===== src/rtl/fib_pkg.sv =====
// Shared types and constants for the Fibonacci checker slice.
package fib_pkg;

  localparam int unsigned FIB_W = 32;
  localparam int unsigned SUM_W = 64;

  localparam logic [FIB_W-1:0] FIB_T0 = 32'd0;
  localparam logic [FIB_W-1:0] FIB_T1 = 32'd1;

  typedef enum logic [1:0] {
    StCollect,
    StReport,
    StDone
  } state_e;

endpackage


===== src/rtl/fib_recur_check.sv =====
// Combinational check of one received term against the Fibonacci recurrence.
module fib_recur_check
  import fib_pkg::*;
#(
  parameter int unsigned CntW = 8
) (
  input  logic [CntW-1:0]  k_i,
  input  logic [FIB_W-1:0] prev1_i,
  input  logic [FIB_W-1:0] prev2_i,
  input  logic [FIB_W-1:0] in_data_i,
  output logic             mismatch_o,
  output logic             carry_o
);

  logic [FIB_W:0] recur_sum;
  logic [FIB_W:0] expected;

  assign recur_sum = {1'b0, prev1_i} + {1'b0, prev2_i};

  always_comb begin
    expected = recur_sum;
    if (k_i == CntW'(0)) begin
      expected = {1'b0, FIB_T0};
    end else if (k_i == CntW'(1)) begin
      expected = {1'b0, FIB_T1};
    end
  end

  assign mismatch_o = (expected[FIB_W-1:0] != in_data_i);
  // Only the recurrence terms can overflow; seeds are constants.
  assign carry_o    = expected[FIB_W];

endmodule


===== config.mk =====
export PLATFORM = sky130hd
export DESIGN_NAME = fib_recur_check
export DESIGN_NICKNAME = d
export VERILOG_FILES = /design/src/rtl/fib_pkg.sv /design/src/rtl/fib_recur_check.sv
export SDC_FILE = /design/constraint.sdc
export NUM_CORES = 1
export LEC_CHECK = 0
export CELL_PAD_IN_SITES_DETAIL_PLACEMENT = 1
export CELL_PAD_IN_SITES_GLOBAL_PLACEMENT = 1
export CORE_MARGIN = 4
export CORE_UTILIZATION = 30
export DETAILED_ROUTE_END_ITERATION = 6
export GPL_ROUTABILITY_DRIVEN = 0
export MAX_ROUTING_LAYER = met4
export PLACE_DENSITY_LB_ADDON = 0.08
export RECOVER_POWER = 50
export SLEW_MARGIN = 30
export SYNTH_ARGS = -nofsm -noshare
export SYNTH_HDL_FRONTEND = slang
export SYNTH_SLANG_ARGS = --single-unit

===== constraint.sdc =====
create_clock -name vclk -period 4.45
set_input_delay 0.89 -clock vclk [all_inputs]
set_output_delay 0.89 -clock vclk [all_outputs]
set_load 0.05 [all_outputs]

After elaboration in Yosys (flattened, before gate mapping) --
Index checks and enable logic that the tools add are counted.
Word-level totals: word-level logic and storage cells 6, register bits 0, output and inout bits 2
Operators by class: mux-type cells 2, reduce and logical (&&, ||, !) cells 1, eq/ne operators 2, add/sub/neg operators 1
Operators with widths (number):
- $mux 33 | 2
- $add 32x32->33 | 1
- $ne 32x32->1 | 1
- $eq 8x1->1 const B | 1
- $logic_not 8->1 | 1

Longest topological paths before layout --
word-level depth 4, depth in mapped cells 13

Worst setup path before layout --
OpenSTA, ideal clock, no wires.
path kind input to output, from input port prev1_i[0], to output port mismatch_o, path slack -0.516 ns, required time 3.560 ns, stages on the path 13, arrival 4.076 ns, path buffers 0, cells stage by stage ha_1 > inv_1 > fa_1 > nor2b_1 > o31a_2 > mux2i_1 > or3_1 > a32o_2 > o21ai_2 > nand4_1 > or4_1 > or4_1 > or3_1
On the way: cells in the longest elaborated chain, start to end 4
Ends and longest elaborated chain:
- from (decl) | RTL line fib_recur_check.sv:8 | input logic [FIB_W-1:0] prev1_i,
- $add 32x32->33 | RTL line fib_recur_check.sv:18 | assign recur_sum = {1'b0, prev1_i} + {1'b0, prev2_i};
- $mux 33 | RTL line fib_recur_check.sv:24 | end else if (k_i == CntW'(1)) begin
- $mux 33 | RTL line fib_recur_check.sv:22 | if (k_i == CntW'(0)) begin
- $ne 32x32->1 | RTL line fib_recur_check.sv:29 | assign mismatch_o = (expected[FIB_W-1:0] != in_data_i);
- to (decl) | RTL line fib_recur_check.sv:11 | output logic mismatch_o,
No other way between the ends.

Final worst setup path --
from input port prev1_i[14], to output port mismatch_o
The elaborated chain is that of the path after synthesis.

==> flow_summary.json <==
{
  "multiInputGateArea_um2": 3390,
  "antenna_found_initial": 0,
  "cp.arrival_ns": 4.57,
  "clkPwrFrac_pct": 0,
  "overflow": 0,
  "slew_violations": 0,
  "yosysMostFrequentCell": "a21oi_1",
  "finalHoldViolations": 0,
  "drive_gt1_share_pct": 36.4,
  "finalSetupViolCount": 1,
  "synthTopCellsByCount": "a21oi_1 (43), nand2_1 (40), nor2_1 (36), ha_1 (32), o21ai_0 (29)",
  "netSwitchingFraction_pct": 48.6,
  "worst-path-max-fanout": 5,
  "rsz0062_at_grt": "yes",
  "irDropWorstVdd_mv": 0.0820,
  "die_width_um": 109,
  "post-route-period-util_pct": 123,
  "max_stage_delay_ns": 0.55,
  "first_global_vias": 5333,
  "wire_per_inst_um": 20.8,
  "share_seq_of_total_power_pct": 0,
  "max_freq_mhz": 183,
  "hpwl_mm": 12.2,
  "die_y_um": 109,
  "grt_max_degree": 16,
  "place_ws_ns": -1.26,
  "grt_pass1_wl_mm": 25.5,
  "die-area_um2": 11800,
  "port_buffers": 106,
  "yosysTopAreaCell": "ha_1",
  "vias_per_cell": 5.79,
  "synth.cell_area_um2": 3030,
  "rows": 36,
  "end_kind": "output port",
  "crit_chain": "clkdlybuf4s50_1, ha_4, buf_4, nand2_4, o21ai_2, a31oi_2, nand2_1, xnor2_1, nor2_1, xor2_1, or4_1, or4_4, or3_4, buf_8",
  "nClkBuffers": 0,
  "violations": "setup timing",
  "combPwrFrac_pct": 100.0,
  "synth.top_cells.by_area": "ha_1 (13%), a21oi_1 (7.1%), xnor2_1 (6.1%), nand2_1 (5.0%), o21ai_0 (4.8%)",
  "coreArea_um2": 9820,
  "holdBufCountCts": 0,
  "period_needed_ns": 5.46,
  "final_cell_area_um2": 5990,
  "slowest_stage": "or4_4",
  "grt_usage_pct": 27.2,
  "p_per_area_nw_per_um2": 148,
  "p_sw_uw": 430,
  "ys_seq_area_share_pct": 0,
  "utilization_pct": 61.0,
  "start_util_pct": 30.9,
  "syn_to_final_growth_pct": 97.5,
  "seq_cell_count": 0,
  "hp-class": "input port to output port",
  "synthDistinctLibCells": 66,
  "leakagePower_nw": 2.57,
  "drt_pass1_iterations": 4,
  "ioPinCount": 106,
  "worst_ep_required_time_ns": 3.56,
  "cpLargestDelayFamily": "simple AND/OR/NAND/NOR gates",
  "antenna_cells": 0,
  "setup_ws_ns": -1.01,
  "routed_wl_mm": 17.7,
  "synth_warnings": 0,
  "drt-initial-drc-count": 175,
  "avgSynthCellArea_um2": 6.49,
  "netlist.area_leader.share_pct": 13.2,
  "seq_area_um2": 0,
  "slew_headroom_pct": 61.9,
  "syn_inst": 467,
  "placed_area_um2": 5280,
  "finalNetCount": 858,
  "crit_path_start_kind": "input port",
  "critPathKind": "input port to output port",
  "internal_power_uw": 456,
  "synth_nets": 604,
  "post-route-drc-count": 0,
  "drv_cap": 0,
  "outcome": "finished, violations left",
  "critical_path_buf_inv_count": 3,
  "ant_nets": 0,
  "tightestPinTransition_ns": 0.558,
  "total_power_uw": 886,
  "nFillCells": 1229,
  "via_count": 4933
}
==> area by class of cell <==
cell class                      instances  area share, %
Multi-Input combinational cell        426           56.7
Timing Repair Buffer                  276           39.5
Tap cell                              133           2.78
Inverter                               17           1.07
==> path summary, 6_finish.rpt <==
check                     start    endpoint  slack [ns]  depth (start not counted)
hold / removal    in_data_i[26]  mismatch_o        2.70                          5
setup / recovery    prev1_i[14]  mismatch_o       -1.01                         14
==> placed cells by master, fill, tap and decap left out, types with 15 or more instances in the layout <==
cell | synthesis | final
ha_1 | 32 | 16
nand2_1 | 40 | 37
nand3_1 | 17 | 15
xnor2_1 | 21 | 20
clkdlybuf4s50_1 | 0 | 73
buf_4 | 3 | 167
nor3_1 | 28 | 22
nor2_1 | 36 | 34
a21oi_1 | 43 | 32
o21ai_0 | 29 | 21
ha_4 | 0 | 16
==> what timing repair did <==
item,in CTS,in global routing
gates resized for setup,118,41
setup buffers,18,5
endpoints found under the setup margin,2,2
pin swaps,50,27
==> power by group through the flow <==
| stage | logic, mW | clock network [mW] | registers, mW |
|---|---|---|---|
| after global placement | 0.708 | 0 | 0 |
| after global routing | 0.947 | 0 | 0 |
| after floorplan | 0.373 | 0 | 0 |
| after detailed placement | 0.738 | 0 | 0 |
| after CTS | 0.804 | 0 | 0 |
| final | 0.886 | 0 | 0 |
==> kinds of logic after synthesis <==
| family | synth area share [%] |
|---|---|
| AND/OR/NAND/NOR | 31.5 |
| AO/OA/AOI/OAI | 35.8 |
| buffers and inverters | 6.19 |
| adder cells (fa/ha/maj) | 13.9 |
| XOR/XNOR | 9.25 |
| multiplexers | 3.34 |
==> stage by stage <==
stage | hold WS [ns] | setup TNS [ns] | cells
2_1_floorplan | 2.11 | -0.303 | 467
3_3_place_gp | 2.69 | -1.33 | 829
3_5_place_dp | 2.74 | -1.50 | 829
4_1_cts | 2.71 | -0.732 | 847
5_1_grt | 2.76 | -1.06 | 852
6_report | 2.70 | -1.01 | 852
==> layer usage <==
metal | part of all wire (%) | vias to the layer above | track usage [%]
li1 | - | 2290 | -
met1 | 37 | 2377 | 29.5
met2 | 52 | 187 | 52.9
met3 | 4.6 | 79 | 1.31
met4 | 5.6 | 0 | 7.84
met5 | 0 | - | -
(Power assumes the default switching activity.)
